--- src/rtl/display_pkg.sv ---
// Purpose: shared display-pipeline definitions: hve bus bit positions and sequencer states.
// Latency: n/a (types and constants only).
// Backpressure: n/a.
package display_pkg;

  // Bit positions inside the {hsync, vsync, de} bus produced by display_signal
  localparam int HVE_HSYNC = 2;
  localparam int HVE_VSYNC = 1;
  localparam int HVE_DE    = 0;

  // SYNC waits for the first frame boundary; RUN schedules patterns frame by frame
  typedef enum logic {
    SYNC = 1'b0,
    RUN  = 1'b1
  } seq_state_t;

endpackage

--- src/rtl/sync_edge_detect.sv ---
// Purpose: rising-edge detector with a combinational edge and a registered one-cycle pulse.
// Latency: rise is same-cycle; rise_q is one cycle after the input is first sampled high.
// Backpressure: none; free-running on every clock.
module sync_edge_detect #(
  parameter bit RESET_LEVEL = 1'b0
) (
  input  logic clk,
  input  logic reset,
  input  logic din,
  output logic rise,
  output logic rise_q
);

  logic din_d;

  // The history bit resets to RESET_LEVEL so a level already high at reset exit is not an edge
  assign rise = din & ~din_d;

  // Track the previous input level and register the edge pulse
  always_ff @(posedge clk) begin
    if (reset) begin
      din_d  <= RESET_LEVEL;
      rise_q <= 1'b0;
    end else begin
      din_d  <= din;
      rise_q <= rise;
    end
  end

endmodule

--- src/rtl/frame_pattern_sequencer.sv ---
// Purpose: frame-synchronous pattern index scheduler; advances on a frame count or a manual request.
// Latency: all outputs registered; o_pattern/o_switch/o_frame_start update the cycle after vsync rises.
// Backpressure: one manual request is held pending at a time; a further request waits un-acked.
module frame_pattern_sequencer
  import display_pkg::*;
#(
  parameter int NUM_PATTERNS       = 4,
  parameter int FRAMES_PER_PATTERN = 120,
  parameter bit AUTO_ADVANCE       = 1'b1,
  localparam int PAT_W             = $clog2(NUM_PATTERNS)
) (
  input  logic             clk,
  input  logic             reset,
  input  logic [2:0]       i_hve,
  input  logic             i_next_req,
  output logic             o_next_ack,
  input  logic             i_hold,
  output logic [PAT_W-1:0] o_pattern,
  output logic             o_pattern_valid,
  output logic             o_frame_start,
  output logic             o_switch,
  output logic [15:0]      o_frame_cnt
);

  localparam logic [PAT_W-1:0] LAST_PAT   = PAT_W'(NUM_PATTERNS - 1);
  localparam logic [15:0]      EXPIRE_CNT = 16'(FRAMES_PER_PATTERN - 1);

  seq_state_t state;
  logic       pending;
  logic       fs;
  logic       fs_q;
  logic       accept;
  logic       auto_due;
  logic       adv;
  logic       unused_hve;

  // Only vsync matters here; hsync and de are deliberately ignored
  assign unused_hve = i_hve[HVE_HSYNC] ^ i_hve[HVE_DE];

  // vsync history resets high so a vsync already asserted at reset exit is not a frame start
  sync_edge_detect #(
    .RESET_LEVEL(1'b1)
  ) u_vs_edge (
    .clk    (clk),
    .reset  (reset),
    .din    (i_hve[HVE_VSYNC]),
    .rise   (fs),
    .rise_q (fs_q)
  );

  assign o_frame_start = fs_q;

  // A request is taken only when nothing is pending; it is applied at a later frame start
  assign accept   = i_next_req & ~pending;
  // >= rather than == so a count that ran past expiry under hold advances once hold drops
  assign auto_due = AUTO_ADVANCE & ~i_hold & (o_frame_cnt >= EXPIRE_CNT);
  assign adv      = pending | auto_due;

  // Sequencer FSM, frame counter and manual handshake, all registered
  always_ff @(posedge clk) begin
    if (reset) begin
      state           <= SYNC;
      pending         <= 1'b0;
      o_next_ack      <= 1'b0;
      o_pattern       <= '0;
      o_pattern_valid <= 1'b0;
      o_switch        <= 1'b0;
      o_frame_cnt     <= '0;
    end else begin
      o_switch   <= 1'b0;
      o_next_ack <= accept;

      if (state == SYNC) begin
        // First boundary only establishes frame alignment; nothing advances here
        if (fs) begin
          state           <= RUN;
          o_pattern_valid <= 1'b1;
          o_frame_cnt     <= '0;
        end
      end else begin
        if (fs) begin
          if (adv) begin
            // Pending and expiry on the same edge collapse into a single step
            o_pattern   <= (o_pattern == LAST_PAT) ? '0 : o_pattern + 1'b1;
            o_frame_cnt <= '0;
            o_switch    <= 1'b1;
            pending     <= 1'b0;
          end else if (o_frame_cnt != 16'hFFFF) begin
            o_frame_cnt <= o_frame_cnt + 16'd1;
          end
        end
      end

      // A request accepted on a frame-start edge survives to the next edge
      if (accept) begin
        pending <= 1'b1;
      end
    end
  end

endmodule

--- config.mk ---
export PLATFORM = sky130hd
export DESIGN_NAME = frame_pattern_sequencer
export DESIGN_NICKNAME = d
export VERILOG_FILES = /design/src/rtl/display_pkg.sv /design/src/rtl/sync_edge_detect.sv /design/src/rtl/frame_pattern_sequencer.sv
export SDC_FILE = /design/constraint.sdc
export NUM_CORES = 1
export LEC_CHECK = 0
export BUFFER_PORTS_ARGS = -buffer_cell sky130_fd_sc_hd__buf_4
export CAP_MARGIN = 20
export CORE_MARGIN = 5
export CORE_UTILIZATION = 25
export DETAILED_ROUTE_END_ITERATION = 8
export GPL_TIMING_DRIVEN = 0
export SETUP_SLACK_MARGIN = 0.1
export SYNTH_ARGS = -nofsm -noshare
export SYNTH_HDL_FRONTEND = slang
export SYNTH_HIERARCHICAL = 1
export SYNTH_SLANG_ARGS = --single-unit
--- constraint.sdc ---
create_clock -name clk -period 3.7 [get_ports clk]
set_input_delay 0.37 -clock clk [delete_from_list [all_inputs] [get_ports clk]]
set_output_delay 0.37 -clock clk [all_outputs]
set_load 0.1 [all_outputs]
; ---- Yosys cells after proc, flatten, opt, wreduce, memory -nomap -nowiden
; Index checks and enable logic that the tools add are counted.
[classes]
magnitude_cmp = 1
n_mux = 13
bitwise = 9
addsub = 2
reduce_logical = 8
eq_ne = 3
[op_table]
columns = cell, n
row1 = 16-bit two-way mux, 5
row2 = "16-bit by 1-bit adder with 16-bit output, second input constant", 1
row3 = "16-bit by 7-bit greater-or-equal comparator with 1-bit output, second input constant", 1
row4 = "16-bit inequality test, second input constant", 1
row5 = 1-bit two-way mux, 7
row6 = 3-bit AND reduction, 2
row7 = 2-bit nonzero test, 3
row8 = 1-bit NOT, 5
row9 = 2-bit AND reduction, 2
row10 = 1-bit bitwise AND, 3
row11 = "3-bit by 1-bit inequality test with 1-bit output, second input constant", 1
row12 = 3-bit OR reduction, 1
row13 = "2-bit by 1-bit adder with 2-bit output, second input constant", 1
row14 = "2-bit equality test, second input constant", 1
row15 = 2-bit two-way mux, 1
row16 = 1-bit OR, 1
[word_totals]
wordCells = 45
output_inout_bits = 22
ff_bits = 25
input_bits = 7

; ---- Longest topological paths before layout
; Gate-level depths: netlist of run 1.
[logic_depth]
depth_word = 7
ltp_mapped = 7
mapped_depth_nobuf = 6

; ---- By module
; The synthesis of run 1 kept the hierarchy.
[modules_own_cells]
columns = module, area_per_inst_um2, n_inst, seq_area_each_um2, cells_each
row1 = frame_pattern_sequencer, 1134.8, 1, 460.4, 132
row2 = sync_edge_detect, 65.1, 1, 40.0, 5

; ---- Least setup slack after synthesis of run 1
; Ideal clock, no wire load.
[synth_path]
kind = register -> register
start = register o_frame_cnt[4]
end = register o_frame_cnt[10]
path_stages_with_launch = 7
path_slack_ns = 1.102
arrival_ns = 2.480
period_less_slack_ns = 2.598
required_time_ns = 3.583
setup_time_ns = 0.117
path_buffers = 1
cell_sequence = dfxtp_1 > nand2_1 > nor3b_1 > o21bai_1 > a31oi_1 > buf_2 > nor2_1
[synth_between]
elab_chain_len = 6
elab_cells_between_ends = 11
cone_classes = 1 x add/sub / 1 x order compare / 2 x eq/ne / 4 x mux / 2 x bitwise / 1 x reduce/logical
[synth_rtl]
columns = element, line_no
row1 = from (decl), frame_pattern_sequencer.sv:22  ; output logic [15:0] o_frame_cnt
row2 = from (signal assigned), frame_pattern_sequencer.sv:89  ; o_frame_cnt <= o_frame_cnt + 16'd1;
row3 = 16-bit by 7-bit greater-or-equal comparator with 1-bit output, frame_pattern_sequencer.sv:56  ; assign auto_due = AUTO_ADVANCE & ~i_hold & (o_frame_cnt >= EXPIRE_CNT);
row4 = 1-bit bitwise AND, frame_pattern_sequencer.sv:56
row5 = 1-bit OR, frame_pattern_sequencer.sv:57  ; assign adv = pending | auto_due;
row6 = 16-bit two-way mux, frame_pattern_sequencer.sv:82  ; if (adv) begin
row7 = 16-bit two-way mux, frame_pattern_sequencer.sv:81  ; if (fs) begin
row8 = 16-bit two-way mux, frame_pattern_sequencer.sv:73  ; if (state == SYNC) begin
; Parallel ways exist; a longest one is shown, timed or not. The select of a mux whose other input is x is not followed.
; A chain may end at the register's enable or synchronous reset.

; ---- Final worst setup path of run 1
[layout_path]
start = register o_frame_cnt[0]
end = register o_frame_cnt[8]
; Same word-level chain as after synthesis.

==> results of run 1 <==
-- per-stage QoR --
stage	setup slack [ns]	cell area [um2]	util, %
4_1_cts	1.452	1509	32.16
2_1_floorplan	1.102	1200	-
6_report	1.508	1509	32.16
5_1_grt	1.178	1509	32.16
3_5_place_dp	1.490	1463	31.17
3_3_place_gp	1.506	1463	31.17
-- path summary, 6_finish.rpt --
check                       start          endpoint  slack, ns  cells after the start
setup / recovery   o_frame_cnt[0]    o_frame_cnt[8]       1.51                      7
hold / removal              reset  u_vs_edge/rise_q       0.27                      2
setup reg to reg   o_frame_cnt[0]    o_frame_cnt[8]       1.51                      7
hold reg to reg   u_vs_edge/din_d  u_vs_edge/rise_q       0.44                      1
-- Yosys cell counts, drive strengths merged (2+ instances only) --
library cell and n:
nor2 27, dfxtp 25, nand2 8, a21oi 7
nand3 6, xnor2 6, xor2 6, nor3 5
and3 4, o211ai 4, buf 3, inv 3
nand4 3, nor3b 3, and2 2, ha 2
o21ai 2, o31ai 2, or2 2
-- critical path, delay by kind of cell (launching register included) --
family | cells | cell delay [ns]
flip-flops | 1 | 0.43
adder cells (fa/ha/maj) | 1 | 0.26
buffers and inverters | 1 | 0.33
AO/OA/AOI/OAI | 3 | 0.69
AND/OR/NAND/NOR | 2 | 0.37
-- power by group --
| group | internal, mW | leakage (nW) | switching [mW] |
|---|---|---|---|
| combinational | 0.0115 | 0.355 | 0.0289 |
| sequential | 0.273 | 0.203 | 0.00404 |
| clock | 0.0753 | 0.0255 | 0.0863 |
-- cell type report --
cell class | count | share of cell area (%)
clock buffers | 3 | 2.736
repair buffers | 26 | 12.94
flip-flops and latches | 25 | 33.17
multi-input cells | 105 | 43.95
clock inverters | 1 | 0.3317
inverters | 3 | 0.7463
well taps | 54 | 4.478
plain buffers | 4 | 1.658
-- sequential cells by signal, summed over array words and instances (netlist names) --
name,count
state,1
u_vs_edge/din_d,1
o_pattern,2
pending,1
o_frame_cnt,16
o_switch,1
u_vs_edge/rise_q,1
o_pattern_valid,1
o_next_ack,1
-- cell families after synthesis --
group | Yosys count
buffers and inverters | 7
and+or+nand+nor | 68
muxes | 1
DFF | 25
xor gates and xnor gates | 12
AOI/OAI and AO/OA | 22
adders and majority gates | 2
-- routing by layer --
layer  vias up  part of all wire [%]
met5         -                     0
met4         0                   1.5
met3         4                   6.3
met2        27                    46
met1       492                    47
li1        542                     -
==> reports/results.tsv, run 1 <==
stage	metric	value	unit
cells_and_area	number of nets in the final layout	177	
synth	main combinational cell family by area after synthesis	simple AND/OR/NAND/NOR gates	
die	initial core utilization	25.57	%
cells_and_area	fill count	516	
cts	clock edge transition at the registers on the reported setup and hold paths	0.09	ns
critical_path	Worst Setup End Kind	register	
synth	number of instances in the synthesized netlist	137	
drt	number of vias in the routed layout	1065	
die	I/O pin total	29	
critical_path	Setup Crit Path Kind	register to register	
critical_path	data arrival at the endpoint of the critical path	2.35	ns
global_routing	aggregate global-route resource usage	8.981	%
drt	vias per cell	4.819	
timing	setup total negative slack	0	ns
global_routing	leftover overflow at the end of global routing	0	
cts	Clock H-tree levels	1	
die	die extent in x	79.28	um
critical_path	critical path data required time	3.86	ns
critical_path	crit path max-delay cell type	sky130_fd_sc_hd__a31oi_1	
synth	largest area contributor in the synthesized netlist	sky130_fd_sc_hd__dfxtp_1	
synth	syn_nets	146	
die	Core Area	4692	um2
global_routing	grt met1 use	11.40	%
synth	arithmetic-cell share of the synthesized area counting full adders, half adders and majority gates	2.086	%
cts	latest clock arrival within the worst-skew pair	0.27	ns
hold_path	path category of the worst min-delay check	primary input to register	
global_routing	met2 Resource Use GR	13.89	%
timing	Final Hold Vio Count	0	
synth	fraction of synthesis flops using an asynchronous set or reset pin	0	%
timing	setup repair after global routing missed its margin	no	
synth	simple-gate share of the synthesized area	28.78	%
power	overall power consumption	0.4790	mW
critical_path	Critical Path, Cell by Cell	ha_1 > a21oi_1 > nor3b_1 > o21bai_1 > a31oi_1 > buf_2 > nor2_1	
timing	shortest clock period the worst path allows after layout	2.192	ns
cts	setup repair bufs after CTS	0	
synth	number of synthesized flops with an enable pin	0	
timing	setup-violating endpoint count in the final report	0	
global_routing	via count of the first global-routing pass	966	
status	result of the run	complete, no violations	
drt	drt drc	0	
placement	count of buffers inserted at the top-level ports	26	
cells_and_area	most common cell after layout, fill and taps aside	sky130_fd_sc_hd__nor2_1	
cells_and_area	area delta synth->final	25.76	%
global_routing	pin count of the biggest net entering global routing	15	
drt	drt first-iter violations	79	
synth	ranking of synthesized cells by area	sky130_fd_sc_hd__dfxtp_1 42%, sky130_fd_sc_hd__nor2_1 8.4%, sky130_fd_sc_hd__xnor2_1 4.4%	
global_routing	met3 Resource Use GR	2.721	%
die	height of the die	79.28	um
timing	clock tree skew after final layout	0.006462	ns
cts	count of cells resized by post-cts repair	0	
cts	Hold Buf Count CTS	0	
timing	top achievable clock speed	456.2	MHz
drt	drt total wl	2698	um
cts	CTS Sinks	25	
timing	slew at the pin with the worst max-slew slack	0.5996	ns
cells_and_area	top library cells by usage in the layout, fill and taps aside	27 x sky130_fd_sc_hd__nor2_1, 26 x sky130_fd_sc_hd__buf_4, 25 x sky130_fd_sc_hd__dfxtp_1	
timing	Max-Slew Margin vs Limit	59.72	%
cts	root buffer cell	sky130_fd_sc_hd__clkbuf_8	
critical_path	Worst Path Max Fanout	10	
cells_and_area	area taken by multi-input logic gates	663.1	um2
drt	detailed-routing iteration count for the pre-antenna-repair pass	4	
cells_and_area	fin cells	221	
synth	syn_area_per_cell	8.758	um2
timing	final-report max-slew violation count	0	
drt	count of nets left with antenna violations after detail routing	0	
drt	routed len/inst	12.21	um
synth	xor/xnor share of the synthesized area	8.759	%
cts	buffers from clock root to sink, at most	2	
synth	Synth top area share	41.71	%
synth	prevailing post-synth register cell	sky130_fd_sc_hd__dfxtp_1	
global_routing	wire length of the first global-routing pass	4450	um
power	PD cells	317.4	nW/um2
critical_path	worst stage delay on the critical path	0.46	ns
timing	Hold WS	0.2699	ns
flow_run	max-cap check violation count	0	
synth	portion of netlist area occupied by mux cells	0.8342	%
placement	final HPWL from detailed placement	2033	um
global_routing	number of antenna violations at the first check in global routing	0	
synth	#FFs+latches synth	25	
timing	portion of the clock cycle consumed by the worst path in the final layout	59.24	%
cells_and_area	area taken by flip-flops and latches	500.5	um2
cells_and_area	fraction of layout cells with a size suffix above 1	22.75	%
power	highest ir drop seen on vdd	0.0001199	V
power	leakage power figure	0.5834	nW
synth	complex-gate fraction of the synthesized area	14.81	%
die	number of core rows	25	
synth	share of synthesized area occupied by flip-flops and latches	41.71	%
die	Die Outline Area	6285	um2
cts	number of buffers created by CTS	3	
synth	warning count from the yosys run	6	
placement	weighted congestion reported at the end of routability-driven placement	0.7895	
global_routing	most heavily used metal layer in global routing	met2	
cells_and_area	Antenna diodes	0	
synth	count of different cell masters after synthesis	42	
critical_path	kind of start point of the critical path	register	
synth	area of the mapped netlist	1200	um2
placement	total instance count after detailed placement	217	
cts	clock tree from TritonCTS	done	
(Power assumes the default switching activity.)
==> run 2: changes to the inputs <==
- ABC_AREA: unset -> 1
- clock period: 3.7 -> 2.15 ns (I/O delays scaled with it)
==> run 2 against run 1 <==
Via count is 38% higher. Synthesized cell count is 70% higher. Power is 83% higher. Synthesized area is 26% higher. Maximum frequency is 19% higher. Cell area is 24% higher. Count of clock-buffer cells in the layout stayed put. Critical path type unchanged. First-iteration DRC count is 3.8% lower. Global-route usage is 1.4 points higher.
==> reports/results.tsv, run 2 <==
stage	metric	value	unit
synth	fraction of synthesis flops using an asynchronous set or reset pin	0	%
timing	clock tree skew after final layout	0.004422	ns
synth	syn_area_per_cell	6.503	um2
synth	number of synthesized flops with an enable pin	0	
status	result of the run	complete, no violations	
timing	portion of the clock cycle consumed by the worst path in the final layout	85.62	%
cts	clock tree from TritonCTS	done	
critical_path	RR Startpoint	o_frame_cnt[0]	
global_routing	leftover overflow at the end of global routing	0	
cts	CTS Sinks	25	
flow_run	max-cap check violation count	0	
synth	ranking of synthesized cells by area	sky130_fd_sc_hd__dfxtp_1 33%, sky130_fd_sc_hd__nor2_1 14%, sky130_fd_sc_hd__nand2_1 12%	
power	leakage power figure	0.7605	nW
die	Die Outline Area	7718	um2
cts	buffers from clock root to sink, at most	2	
drt	count of nets left with antenna violations after detail routing	0	
cells_and_area	area delta synth->final	23.29	%
global_routing	via count of the first global-routing pass	1402	
critical_path	data arrival at the endpoint of the critical path	2.05	ns
cells_and_area	flip-flop count of the largest register after layout	16	
hold_path	path category of the worst min-delay check	primary input to register	
drt	detailed-routing iteration count for the pre-antenna-repair pass	4	
drt	number of vias in the routed layout	1471	
synth	area of the mapped netlist	1515	um2
timing	Final Hold Vio Count	0	
placement	weighted congestion reported at the end of routability-driven placement	0.8752	
critical_path	Worst Setup End Kind	register	
cells_and_area	fraction of layout cells with a size suffix above 1	25.86	%
cells_and_area	Most flops, register	o_frame_cnt	
power	highest ir drop seen on vdd	0.0001738	V
synth	number of instances in the synthesized netlist	233	
cells_and_area	Antenna diodes	0	
timing	final-report max-slew violation count	0	
die	I/O pin total	29	
timing	shortest clock period the worst path allows after layout	1.841	ns
die	die extent in x	87.85	um
global_routing	pin count of the biggest net entering global routing	15	
cts	Clock H-tree levels	1	
placement	count of buffers inserted at the top-level ports	26	
global_routing	wire length of the first global-routing pass	6396	um
critical_path	kind of start point of the critical path	register	
cells_and_area	fill count	658	
cts	root buffer cell	sky130_fd_sc_hd__clkbuf_8	
cells_and_area	post-layout util	31.55	%
critical_path	setup slack of the worst register-to-register path	0.31	ns
die	height of the die	87.85	um
synth	Synth top area share	33.03	%
timing	setup total negative slack	0	ns
cells_and_area	registers with the most flip-flops	o_frame_cnt x16, o_pattern x2	
synth	largest area contributor in the synthesized netlist	sky130_fd_sc_hd__dfxtp_1	
synth	#FFs+latches synth	25	
global_routing	number of antenna violations at the first check in global routing	0	
critical_path	Worst Path Max Fanout	10	
synth	cell types with the highest counts after synthesis	56 x sky130_fd_sc_hd__nor2_1, 49 x sky130_fd_sc_hd__nand2_1, 28 x sky130_fd_sc_hd__inv_1, 25 x sky130_fd_sc_hd__dfxtp_1, 22 x sky130_fd_sc_hd__nand3_1	
cts	Hold Buf Count CTS	0	
die	initial core utilization	25.59	%
timing	setup repair after global routing missed its margin	no	
timing	top achievable clock speed	543.2	MHz
power	PD cells	469.7	nW/um2
global_routing	aggregate global-route resource usage	10.36	%
cells_and_area	number of nets in the final layout	273	
hold_path	start point of the worst min-delay path	reset	
die	Core Area	5921	um2
cts	latest clock arrival within the worst-skew pair	0.28	ns
timing	setup-violating endpoint count in the final report	0	
cells_and_area	top library cells by usage in the layout, fill and taps aside	56 x sky130_fd_sc_hd__nor2_1, 49 x sky130_fd_sc_hd__nand2_1, 27 x sky130_fd_sc_hd__inv_1	
synth	syn_nets	242	
placement	final HPWL from detailed placement	2799	um
synth	warning count from the yosys run	6	
synth	share of synthesized area occupied by flip-flops and latches	33.03	%
timing	Max-Slew Margin vs Limit	54.65	%
synth	prevailing post-synth register cell	sky130_fd_sc_hd__dfxtp_1	
cts	number of buffers created by CTS	3	
power	overall power consumption	0.8774	mW
drt	vias per cell	4.352	
synth	count of different cell masters after synthesis	27	
drt	routed len/inst	10.79	um
critical_path	Critical path origin	o_frame_cnt[0]	
drt	drt first-iter violations	76	
critical_path	critical path data required time	2.36	ns
cells_and_area	most common cell after layout, fill and taps aside	sky130_fd_sc_hd__nor2_1	
critical_path	Setup Crit Path Kind	register to register	
drt	drt total wl	3647	um
die	number of core rows	28	
cts	clock edge transition at the registers on the reported setup and hold paths	0.10	ns
drt	drt drc	0	
timing	slew at the pin with the worst max-slew slack	0.6803	ns
synth	cell with the most instances after synthesis	sky130_fd_sc_hd__nor2_1	
## run 2: changes by cell type after synthesis, sizes merged, moves of 4 or more
cell,previous run,this run
o211ai,4,0
inv,3,29
nand3,6,23
xnor2,6,0
nor2,27,61
nand2,8,54
a21oi,7,11
and3,4,0
## run 2: metrics by stage
| stage | cells | instance area [um2] | worst slack, ns | hold slack [ns] |
|---|---|---|---|---|
| floorplan | 233 | 1533 | 0.1088 | 0.2701 |
| global placement | 334 | 1822 | 0.3578 | 0.4128 |
| finish | 338 | 1868 | 0.3091 | 0.1199 |
| CTS | 338 | 1868 | 0.2988 | 0.1136 |
| global route | 338 | 1868 | 0.1229 | 0.1230 |
| detailed placement | 334 | 1822 | 0.3223 | 0.4140 |
## run 2: what timing repair did
item                       in CTS  in global routing
setup endpoints to repair       0                  1
resized for setup               0                  1
setup buffers                   0                  0
## run 2: cell families (layout without fill, tap and decap cells)
| family | Yosys count | after routing | synth area share, % |
|---|---|---|---|
| compound gates | 16 | 16 | 7.267 |
| xor+xnor | 3 | 3 | 1.734 |
| fa+ha+maj | 2 | 2 | 1.651 |
| buf+inv | 35 | 65 | 9.908 |
| flops | 25 | 25 | 33.03 |
| simple gates | 152 | 152 | 46.41 |
## run 2: final timing paths
| kind | end | cells past startpoint |
|---|---|---|
| worst max-delay path | o_frame_cnt[2] | 11 |
| worst min-delay path | o_frame_cnt[4] | 2 |
| worst max register to register | o_frame_cnt[2] | 11 |
| worst min register to register | u_vs_edge/rise_q | 3 |
## run 2: critical path: stages, from the launching register on
cell and delay, ns:
sky130_fd_sc_hd__dfxtp_2 0.35, sky130_fd_sc_hd__ha_1 0.22, sky130_fd_sc_hd__nand2_2 0.11, sky130_fd_sc_hd__nand2_1 0.06, sky130_fd_sc_hd__nand2_1 0.09, sky130_fd_sc_hd__nand3_2 0.12
sky130_fd_sc_hd__nand2_4 0.15, sky130_fd_sc_hd__nand4_4 0.19, sky130_fd_sc_hd__nand2_4 0.14, sky130_fd_sc_hd__buf_8 0.14, sky130_fd_sc_hd__nand2_1 0.07, sky130_fd_sc_hd__a21oi_2 0.12
## run 2: power by group
part	switching [mW]	total [mW]	internal, mW
Combinational	0.0771	0.102	0.0248
Sequential	0.00758	0.479	0.472
Clock	0.166	0.296	0.130
## run 2: final cells by class
class	instances	area, um2	area share [%]
clock buffers	3	41.29	2.210
repair buffers	26	195.2	10.45
inverters	30	112.6	6.028
clock inverters	1	5.005	0.2679
plain buffers	5	37.54	2.009
well taps	75	93.84	5.023
flip-flops and latches	25	518.0	27.73
multi-input cells	173	864.6	46.28
## run 2: layer usage
metal	track usage, %	up-vias	routed length [um]
met2	17.05	25	1736
met1	13.27	645	1714
met4	3.347	0	34
li1	-	797	-
met5	0	-	0
met3	2.540	4	162
